### src/rtl/branch_predictor_if.sv
// Fetch-lookup and execute-resolution signal bundle for branch_predictor.
// The pipeline side (master) drives PCs and resolutions; the predictor (slave) answers.
interface branch_predictor_if;
  logic [31:0] pc_fetch;
  logic        predict_taken;
  logic [31:0] next_pc;

  logic        update_valid;
  logic [31:0] update_pc;
  logic        update_taken;
  logic [31:0] update_target;
  logic        update_predicted_taken;
  logic [31:0] update_predicted_target;

  logic        mispredict;
  logic [31:0] correct_pc;
  logic [15:0] branch_count;
  logic [15:0] mispredict_count;

  modport master (
    output pc_fetch,
    output update_valid, update_pc, update_taken, update_target,
    output update_predicted_taken, update_predicted_target,
    input  predict_taken, next_pc, mispredict, correct_pc,
    input  branch_count, mispredict_count
  );

  modport slave (
    input  pc_fetch,
    input  update_valid, update_pc, update_taken, update_target,
    input  update_predicted_taken, update_predicted_target,
    output predict_taken, next_pc, mispredict, correct_pc,
    output branch_count, mispredict_count
  );
endinterface

### src/rtl/branch_predictor.sv
// Direct-mapped BTB with 2-bit saturating counters: zero-latency next-PC prediction
// in fetch, resolution/redirect and table training from execute, plus hit statistics.
module branch_predictor #(
  parameter int INDEX_BITS = 4,
  parameter int TAG_BITS   = 8
) (
  input  logic                clk,
  input  logic                reset,
  branch_predictor_if.slave   bus
);

  localparam int ENTRIES = 1 << INDEX_BITS;

  typedef enum logic [1:0] {
    STRONG_NT = 2'b00,
    WEAK_NT   = 2'b01,
    WEAK_T    = 2'b10,
    STRONG_T  = 2'b11
  } ctr_e;

  typedef logic [INDEX_BITS-1:0] idx_t;
  typedef logic [TAG_BITS-1:0]   tag_t;

  function automatic ctr_e ctr_inc(input ctr_e c);
    case (c)
      STRONG_NT: ctr_inc = WEAK_NT;
      WEAK_NT:   ctr_inc = WEAK_T;
      default:   ctr_inc = STRONG_T;
    endcase
  endfunction

  function automatic ctr_e ctr_dec(input ctr_e c);
    case (c)
      STRONG_T: ctr_dec = WEAK_T;
      WEAK_T:   ctr_dec = WEAK_NT;
      default:  ctr_dec = STRONG_NT;
    endcase
  endfunction

  logic        valid_q  [ENTRIES];
  tag_t        tag_q    [ENTRIES];
  ctr_e        ctr_q    [ENTRIES];
  logic [31:0] target_q [ENTRIES];

  logic [15:0] branch_count_q;
  logic [15:0] mispredict_count_q;

  idx_t fetch_idx;
  tag_t fetch_tag;
  idx_t upd_idx;
  tag_t upd_tag;
  logic fetch_hit;
  logic upd_hit;
  logic mispredict;
  logic predict_taken;

  assign fetch_idx = bus.pc_fetch[INDEX_BITS-1:0];
  assign fetch_tag = bus.pc_fetch[INDEX_BITS+TAG_BITS-1:INDEX_BITS];
  assign upd_idx   = bus.update_pc[INDEX_BITS-1:0];
  assign upd_tag   = bus.update_pc[INDEX_BITS+TAG_BITS-1:INDEX_BITS];

  // Lookup reads the registered table only, so a same-cycle update is seen next cycle.
  assign fetch_hit     = valid_q[fetch_idx] && (tag_q[fetch_idx] == fetch_tag);
  assign upd_hit       = valid_q[upd_idx] && (tag_q[upd_idx] == upd_tag);
  assign predict_taken = fetch_hit && ctr_q[fetch_idx][1];

  always_comb begin
    // NOTE: every output gets a default first so no path can infer a latch.
    bus.next_pc    = bus.pc_fetch + 32'd1;
    bus.correct_pc = bus.update_pc + 32'd1;
    mispredict     = 1'b0;
    if (predict_taken) begin
      bus.next_pc = target_q[fetch_idx];
    end
    if (bus.update_taken) begin
      bus.correct_pc = bus.update_target;
    end
    if (bus.update_valid) begin
      mispredict = (bus.update_predicted_taken != bus.update_taken) ||
                   (bus.update_taken && (bus.update_predicted_target != bus.update_target));
    end
  end

  assign bus.predict_taken    = predict_taken;
  assign bus.mispredict       = mispredict;
  assign bus.branch_count     = branch_count_q;
  assign bus.mispredict_count = mispredict_count_q;

  // NOTE: the table is reset entry by entry because a cleared BTB must never hit,
  // and its counters must restart at weak-not-taken.
  always_ff @(posedge clk or negedge reset) begin
    if (!reset) begin
      for (int i = 0; i < ENTRIES; i++) begin
        valid_q[i]  <= 1'b0;
        tag_q[i]    <= '0;
        ctr_q[i]    <= WEAK_NT;
        target_q[i] <= '0;
      end
    end else if (bus.update_valid) begin
      // NOTE: non-blocking assignments keep all table fields updating off the old values.
      if (upd_hit) begin
        if (bus.update_taken) begin
          ctr_q[upd_idx]    <= ctr_inc(ctr_q[upd_idx]);
          target_q[upd_idx] <= bus.update_target;
        end else begin
          ctr_q[upd_idx]    <= ctr_dec(ctr_q[upd_idx]);
        end
      end else if (bus.update_taken) begin
        valid_q[upd_idx]  <= 1'b1;
        tag_q[upd_idx]    <= upd_tag;
        ctr_q[upd_idx]    <= WEAK_T;
        target_q[upd_idx] <= bus.update_target;
      end
    end
  end

  always_ff @(posedge clk or negedge reset) begin
    if (!reset) begin
      branch_count_q     <= '0;
      mispredict_count_q <= '0;
    end else if (bus.update_valid) begin
      if (branch_count_q != 16'hFFFF) begin
        branch_count_q <= branch_count_q + 16'd1;
      end
      if (mispredict && (mispredict_count_q != 16'hFFFF)) begin
        mispredict_count_q <= mispredict_count_q + 16'd1;
      end
    end
  end

endmodule
### src/flat_wrapper.sv
// flat-port wrapper written by rule: the top's interface ports become plain ports
module branch_predictor_flat 
#(
  parameter int INDEX_BITS = 4,
  parameter int TAG_BITS   = 8
)
  (clk, reset, bus_pc_fetch, bus_update_valid, bus_update_pc, bus_update_taken, bus_update_target, bus_update_predicted_taken, bus_update_predicted_target, bus_predict_taken, bus_next_pc, bus_mispredict, bus_correct_pc, bus_branch_count, bus_mispredict_count);
  branch_predictor_if bus_i ();
  input  logic clk;
  input  logic reset;
  input wire logic [$bits(bus_i.pc_fetch)-1:0] bus_pc_fetch;
  input wire logic [$bits(bus_i.update_valid)-1:0] bus_update_valid;
  input wire logic [$bits(bus_i.update_pc)-1:0] bus_update_pc;
  input wire logic [$bits(bus_i.update_taken)-1:0] bus_update_taken;
  input wire logic [$bits(bus_i.update_target)-1:0] bus_update_target;
  input wire logic [$bits(bus_i.update_predicted_taken)-1:0] bus_update_predicted_taken;
  input wire logic [$bits(bus_i.update_predicted_target)-1:0] bus_update_predicted_target;
  output wire logic [$bits(bus_i.predict_taken)-1:0] bus_predict_taken;
  output wire logic [$bits(bus_i.next_pc)-1:0] bus_next_pc;
  output wire logic [$bits(bus_i.mispredict)-1:0] bus_mispredict;
  output wire logic [$bits(bus_i.correct_pc)-1:0] bus_correct_pc;
  output wire logic [$bits(bus_i.branch_count)-1:0] bus_branch_count;
  output wire logic [$bits(bus_i.mispredict_count)-1:0] bus_mispredict_count;
  assign bus_i.pc_fetch = bus_pc_fetch;
  assign bus_i.update_valid = bus_update_valid;
  assign bus_i.update_pc = bus_update_pc;
  assign bus_i.update_taken = bus_update_taken;
  assign bus_i.update_target = bus_update_target;
  assign bus_i.update_predicted_taken = bus_update_predicted_taken;
  assign bus_i.update_predicted_target = bus_update_predicted_target;
  assign bus_predict_taken = bus_i.predict_taken;
  assign bus_next_pc = bus_i.next_pc;
  assign bus_mispredict = bus_i.mispredict;
  assign bus_correct_pc = bus_i.correct_pc;
  assign bus_branch_count = bus_i.branch_count;
  assign bus_mispredict_count = bus_i.mispredict_count;
  branch_predictor #(.INDEX_BITS(INDEX_BITS), .TAG_BITS(TAG_BITS)) u_core (.clk(clk), .reset(reset), .bus(bus_i));
endmodule
### config.mk
export PLATFORM = sky130hd
export DESIGN_NAME = branch_predictor_flat
export DESIGN_NICKNAME = d
export VERILOG_FILES = /design/src/rtl/branch_predictor_if.sv /design/src/rtl/branch_predictor.sv /design/src/flat_wrapper.sv
export SDC_FILE = /design/constraint.sdc
export NUM_CORES = 1
export LEC_CHECK = 0
export BUFFER_PORTS_ARGS = -buffer_cell sky130_fd_sc_hd__buf_2
export CAP_MARGIN = 10
export CORE_ASPECT_RATIO = 1.2
export CORE_MARGIN = 5
export CORE_UTILIZATION = 60
export DETAILED_ROUTE_END_ITERATION = 16
export PLACE_DENSITY = 0.78
export SETUP_SLACK_MARGIN = 0.3
export SKIP_LAST_GASP = 1
export SLEW_MARGIN = 20
export SYNTH_ARGS = -nofsm -noshare
export SYNTH_HDL_FRONTEND = slang
export SYNTH_SLANG_ARGS = --single-unit
### constraint.sdc
create_clock -name clk -period 5.4 [get_ports clk]
set_input_delay 0.54 -clock clk [delete_from_list [all_inputs] [get_ports clk]]
set_output_delay 0.54 -clock clk [all_outputs]
set_load 0.01 [all_outputs]
== After elaboration in Yosys (flattened, before gate mapping) ==
Index checks and enable logic that the tools add are counted.

* Flip-flop bits (word level): 720
* Input port bits: 133
* Output and inout port bits: 98

* Add/subtract/negate cells: 4
* Order comparisons: 3
* Eq/ne operators: 9
* Muxes and demuxes: 47
* Bitwise logic cells: 7
* Reduce and logical (&&, ||, !) cells: 14

{| class="wikitable"
|+ Operator list
! operator !! number
|-
| bitwise mux 512 bit || 1
|-
| two-way mux 32 bit || 8
|-
| binary-select mux 32 bit (select 4 bit) || 1
|-
| bitwise mux 128 bit || 1
|-
| demux 32 bit (select 4 bit) || 1
|-
| adder 32 x 1 -> 32 bit, second input constant || 2
|-
| binary-select mux 8 bit (select 4 bit) || 2
|-
| bitwise mux 32 bit || 2
|-
| two-way mux 8 bit || 5
|-
| adder 16 x 1 -> 16 bit, second input constant || 2
|-
| demux 8 bit (select 4 bit) || 1
|-
| != test 16 bit, second input constant || 2
|-
| != test 32 bit || 1
|-
| OR 16 bit || 2
|-
| two-way mux 2 bit || 11
|-
| AND 16 bit || 1
|-
| binary-select mux 2 bit (select 4 bit) || 2
|-
| == test 8 bit || 2
|-
| inverter 16 bit || 1
|-
| >= comparator 5 bit, second input constant || 2
|-
| inverter 4 -> 5 bit || 2
|-
| binary-select mux 1 bit (select 4 bit) || 2
|-
| demux 2 bit (select 4 bit) || 1
|-
| case mux 2 bit (2 select lines) || 2
|-
| other kinds (13) || 27
|}

== Longest topological paths before layout ==
* Depth in word-level cells: 12
* Mapped depth: 13
* Gate-level depth less buffers: 8

== Worst setup path before layout ==
No wires, ideal clock.

* Path type: input to output
* Start point: input port bus_pc_fetch[0]
* End point: output port bus_next_pc[10]
* Data arrival time: 3.222 ns
* Required time: 4.860 ns
* Setup slack: 1.638 ns
* Cell stages on the path: 8
* Path buffers: 5
* Cell sequence: buf_2 > buf_6 > buf_4 > clkbuf_1 > buf_1 > mux4_2 > mux4_2 > mux2_1

* Cells in the longest elaborated chain, start to end: 8
* Elaborated cells between the ends (all ways): 18
* Those cells by class: add/sub (1); eq/ne (1); mux (13); bitwise (1); reduce/logical (2)

{| class="wikitable"
|+ Ends and longest elaborated chain
! item !! RTL line !! source
|-
| start, declared || flat_wrapper.sv:11 || <nowiki>input wire logic [$bits(bus_i.pc_fetch)-1:0] bus_pc_fetch;</nowiki>
|-
| inverter 4 -> 5 bit (implied by the code) || branch_predictor.sv:63, branch_predictor.sv:65, branch_predictor.sv:73 ||
|-
| binary-select mux 8 bit (select 4 bit) || branch_predictor.sv:63 || <nowiki>assign fetch_hit = valid_q[fetch_idx] && (tag_q[fetch_idx] == fetch_tag);</nowiki>
|-
| two-way mux 8 bit (implied by the code) (2 in a row) || branch_predictor.sv:63 ||
|-
| == test 8 bit || branch_predictor.sv:63 ||
|-
| logical AND 1 bit || branch_predictor.sv:63 ||
|-
| logical AND 1 bit || branch_predictor.sv:65 || <nowiki>assign predict_taken = fetch_hit && ctr_q[fetch_idx][1];</nowiki>
|-
| two-way mux 32 bit * || branch_predictor.sv:72 || <nowiki>if (predict_taken) begin</nowiki>
|-
| end, declared || flat_wrapper.sv:19 || <nowiki>output wire logic [$bits(bus_i.next_pc)-1:0] bus_next_pc;</nowiki>
|}

Mark *: on every way between the ends. The rest lies on a longest branch, timed or not. The select of a mux whose other input is x is not followed.

== Worst setup path after layout ==
* Start point: input port bus_pc_fetch[1]
* End point: output port bus_next_pc[31]

Same word-level chain as after synthesis.

==> results.md <==
* Post-CTS setup buffers at 0
* Area Overhead vs Synth at 11.4%
* Share of cells above drive strength 1 at 50.4%
* Setup TNS at 0 ps
* ANT nets after route at 0
* I/O pins at 231
* Fill count at 4133
* P_int at 0.0110 W
* Top layer in use: met5
* Net Sw Frac at 26.5%
* Main area contributors after synthesis: dfrtp_1, mux2_2, mux4_2, clkbuf_1, xnor2_1
* Post-CTS Hold Fix Bufs at 0
* CP Launch Type: primary input
* Total grt overflow at 0
* TritonCTS Sinks at 720
* Post-synthesis sequential area ratio at 49.5%
* Endpoints failing setup at 0
* Drt initial violations at 2403
* Met2 wire length at 49900 µm
* Max Transition Viols Final at 0
* Design Area, Final at 40600 µm²
* Worst VDD drop at 0.261 mV
* Clock Power Share at 33.6%
* Residual DRC count at 0
* Chip width at 235 µm
* Max Clock Freq at 228 MHz
* Drt first pass iters at 7
* Total power at 0.0150 W
* # H-tree levels at 3
* Period utilisation layout at 81.3%
* Largest net degree at the start of global routing at 177
* Layout Skew at 30.4 ps
* Initial antenna violation count at 5
* Commonest register cell after synthesis: dfrtp_1
* RSZ-0062 raised after global routing: no
* Resized cells post-CTS at 0
* Register bit count reported by yosys at 720
* CTS Buf Count at 74
* Die height at 280 µm
* Critical path arrival at 3850 ps
* WL met3 at 8000 µm
* Worst path required time at 4860 ps
* First-pass GRT wire length at 156000 µm
* Leak Pwr at 17.7 nW
* Async set-reset flop share out of synthesis at 100%
* Number of synthesized flops with an enable pin at 0
* GP Congestion at 0.912
* Syn Nets at 2684
* Starting Density at 60.2%
* Slew margin rel. at 19.0%
* Wire length per cell at 28.7 µm
* HPWL after DPL at 63900 µm
* Vias/cell at 6.68
* Synth Instances at 2544
* Hold Path Class: primary input to async pin
* Final Critical Period at 4390 ps
* Tot GR Track Use at 30.8%
* Clock buffer depth at 3
* Core area at 60600 µm²
* Cell total after placement at 3397
* Nets@finish at 2805
* Vias at 23500
* PD cells at 368 nW/µm²
* DP Area at 38300 µm²
* WS Path Type: primary input to output port
* Yosys top cell by area: dfrtp_1
* Input/output buffers at 230
* Max-cap violations at 0
* Worst Setup End Kind: output port
* CP Max Fanout at 85
* Row count at 99
* Clk Latency, worst-skew pair at 610 ps
* Vias in the first global route at 25400
* Worst slew pin tran at 1210 ps
* CTS tree: done
* R2r worst-path depth at 8
* Synth top area share at 48.3%
* Yosys warnings at 0
* Reg power frac at 47.4%
* Net Sw Power at 0.00396 W
* Fin. Hold Viols at 0
* CTS Root Buffer Type: clkbuf_16
* Avg Inst Size Synth at 14.3 µm²
* Finished Layout Cells at 3525
* Post-Syn Area at 36500 µm²
* Final WL at 101000 µm
* Status: complete, no violations
* Clock transition at the registers of the reported paths at 60 ps
* Comb pwr share at 19.0%
* Cell variety after synth at 60
* Die Area at 65800 µm²
* Metal-1 WL at 39100 µm
cells in the mapped netlist, types with 6 or more instances:
master and number:
and3_1 21, or2_2 20, xnor2_1 69, mux2_1 29, mux4_2 238, nand4_1 42, nor2b_1 6, buf_2 18
nor2_1 58, buf_4 7, o31ai_1 15, inv_1 16, a21oi_4 15, mux2_2 653, ha_1 7, a31o_2 16
a22oi_1 8, nor4_1 10, dfstp_2 16, buf_6 7, xor2_1 64, buf_1 31, dfrtp_1 704, a21oi_1 22
clkbuf_1 168, nor3_1 10, and4_1 9, and2_1 10, a311oi_1 16, o21ai_0 37, nand2_1 116, nand3_1 30
mux2i_1 14
final timing paths:
check / start / slack [ps] / end
hold / removal: reset / 30 / u_core.bus.mispredict_count[4]
hold reg to reg: u_core.valid_q[4] / 490 / u_core.valid_q[4]
min in group clk: bus_update_target[25] / 440 / u_core.target_q[345]
setup reg to reg: u_core.tag_q[2] / 1890 / u_core.tag_q[4]
setup / recovery: bus_pc_fetch[1] / 1010 / bus_next_pc[31]
max in group asynchronous: reset / 3770 / u_core.tag_q[12]
through the flow:
step	setup WS (ps)	hold slack (ps)	util (%)
floorplan	1640	244	-
global placement	1100	467	63.2
detailed placement	1040	475	63.2
CTS	1030	51.2	67.1
global route	891	91.1	67.1
finish	1010	32.6	67.1
routing by layer:
layer / track usage, % / vias up
li1: - / 9695
met1: 40.8 / 12500
met2: 51.0 / 1088
met3: 6.47 / 214
met4: 11.4 / 4
met5: 0 / -
kinds of logic after synthesis:
family / Yosys count / share of synthesized area (%)
mux: 934 / 36.1
flops: 720 / 49.5
compound gates: 155 / 3.33
fa+ha+maj: 8 / 0.268
buf+inv: 249 / 2.84
xor+xnor: 133 / 3.19
simple gates: 345 / 4.75
power by group through the flow:
stage / Combinational, W / Sequential, W / Clock (W)
after global placement: 0.00272 / 0.00705 / 0
after CTS: 0.00286 / 0.00707 / 0.00508
final: 0.00285 / 0.00710 / 0.00502
after global routing: 0.00306 / 0.00721 / 0.00532
after floorplan: 0.00209 / 0.00693 / 0
after detailed placement: 0.00284 / 0.00716 / 0
state kept, by name, indices dropped and copies added, names as in the netlist:
| register | count |
|---|---|
| u_core.ctr_q | 32 |
| u_core.bus.mispredict_count | 16 |
| u_core.target_q | 512 |
| u_core.bus.branch_count | 16 |
| u_core.tag_q | 128 |
| u_core.valid_q | 16 |
area by class of cell:
type | count | area [µm²] | area share, %
Inverter | 17 | 63.8 | 0.157
Tap cell | 808 | 1010 | 2.49
Multi-Input combinational cell | 1575 | 17500 | 43.1
Sequential cell | 720 | 18000 | 44.4
Timing Repair Buffer | 277 | 1650 | 4.06
Clock buffer | 108 | 2170 | 5.35
Antenna cell | 2 | 5.00 | 0.0123
Clock inverter | 18 | 185 | 0.456
critical path, stage by stage:
cell	delay [ps]
buf_6	720
mux4_2	410
mux4_2	560
xnor2_1	220
nand4_1	160
nor4b_4	310
buf_12	330
mux2_2	370
buf_2	140
cells in the final DEF (no fill, tap or decap), types with 4 or more instances in the layout:
master | netlist | layout
a21oi_1 | 22 | 22
a21oi_4 | 15 | 15
a22oi_1 | 8 | 8
a311oi_1 | 16 | 16
a31o_2 | 16 | 16
and2_1 | 10 | 10
and3_1 | 21 | 20
and4_1 | 9 | 9
buf_12 | 0 | 9
buf_2 | 18 | 225
buf_4 | 7 | 40
clkbuf_1 | 168 | 17
clkbuf_16 | 0 | 76
clkbuf_8 | 0 | 15
clkinv_2 | 0 | 11
dfrtp_1 | 704 | 704
dfstp_2 | 16 | 16
ha_1 | 7 | 7
inv_1 | 16 | 16
mux2_1 | 29 | 29
mux2_2 | 653 | 653
mux2i_1 | 14 | 14
mux4_2 | 238 | 238
nand2_1 | 116 | 112
nand2_2 | 0 | 4
nand2b_1 | 4 | 4
nand3_1 | 30 | 30
nand4_1 | 42 | 42
nor2_1 | 58 | 46
nor2_4 | 0 | 12
nor2b_1 | 6 | 6
nor3_1 | 10 | 9
nor4_1 | 10 | 9
o21ai_0 | 37 | 37
o22ai_1 | 5 | 5
o31ai_1 | 15 | 15
or2_2 | 20 | 20
xnor2_1 | 69 | 69
xor2_1 | 64 | 64
(Power assumes the default switching activity.)
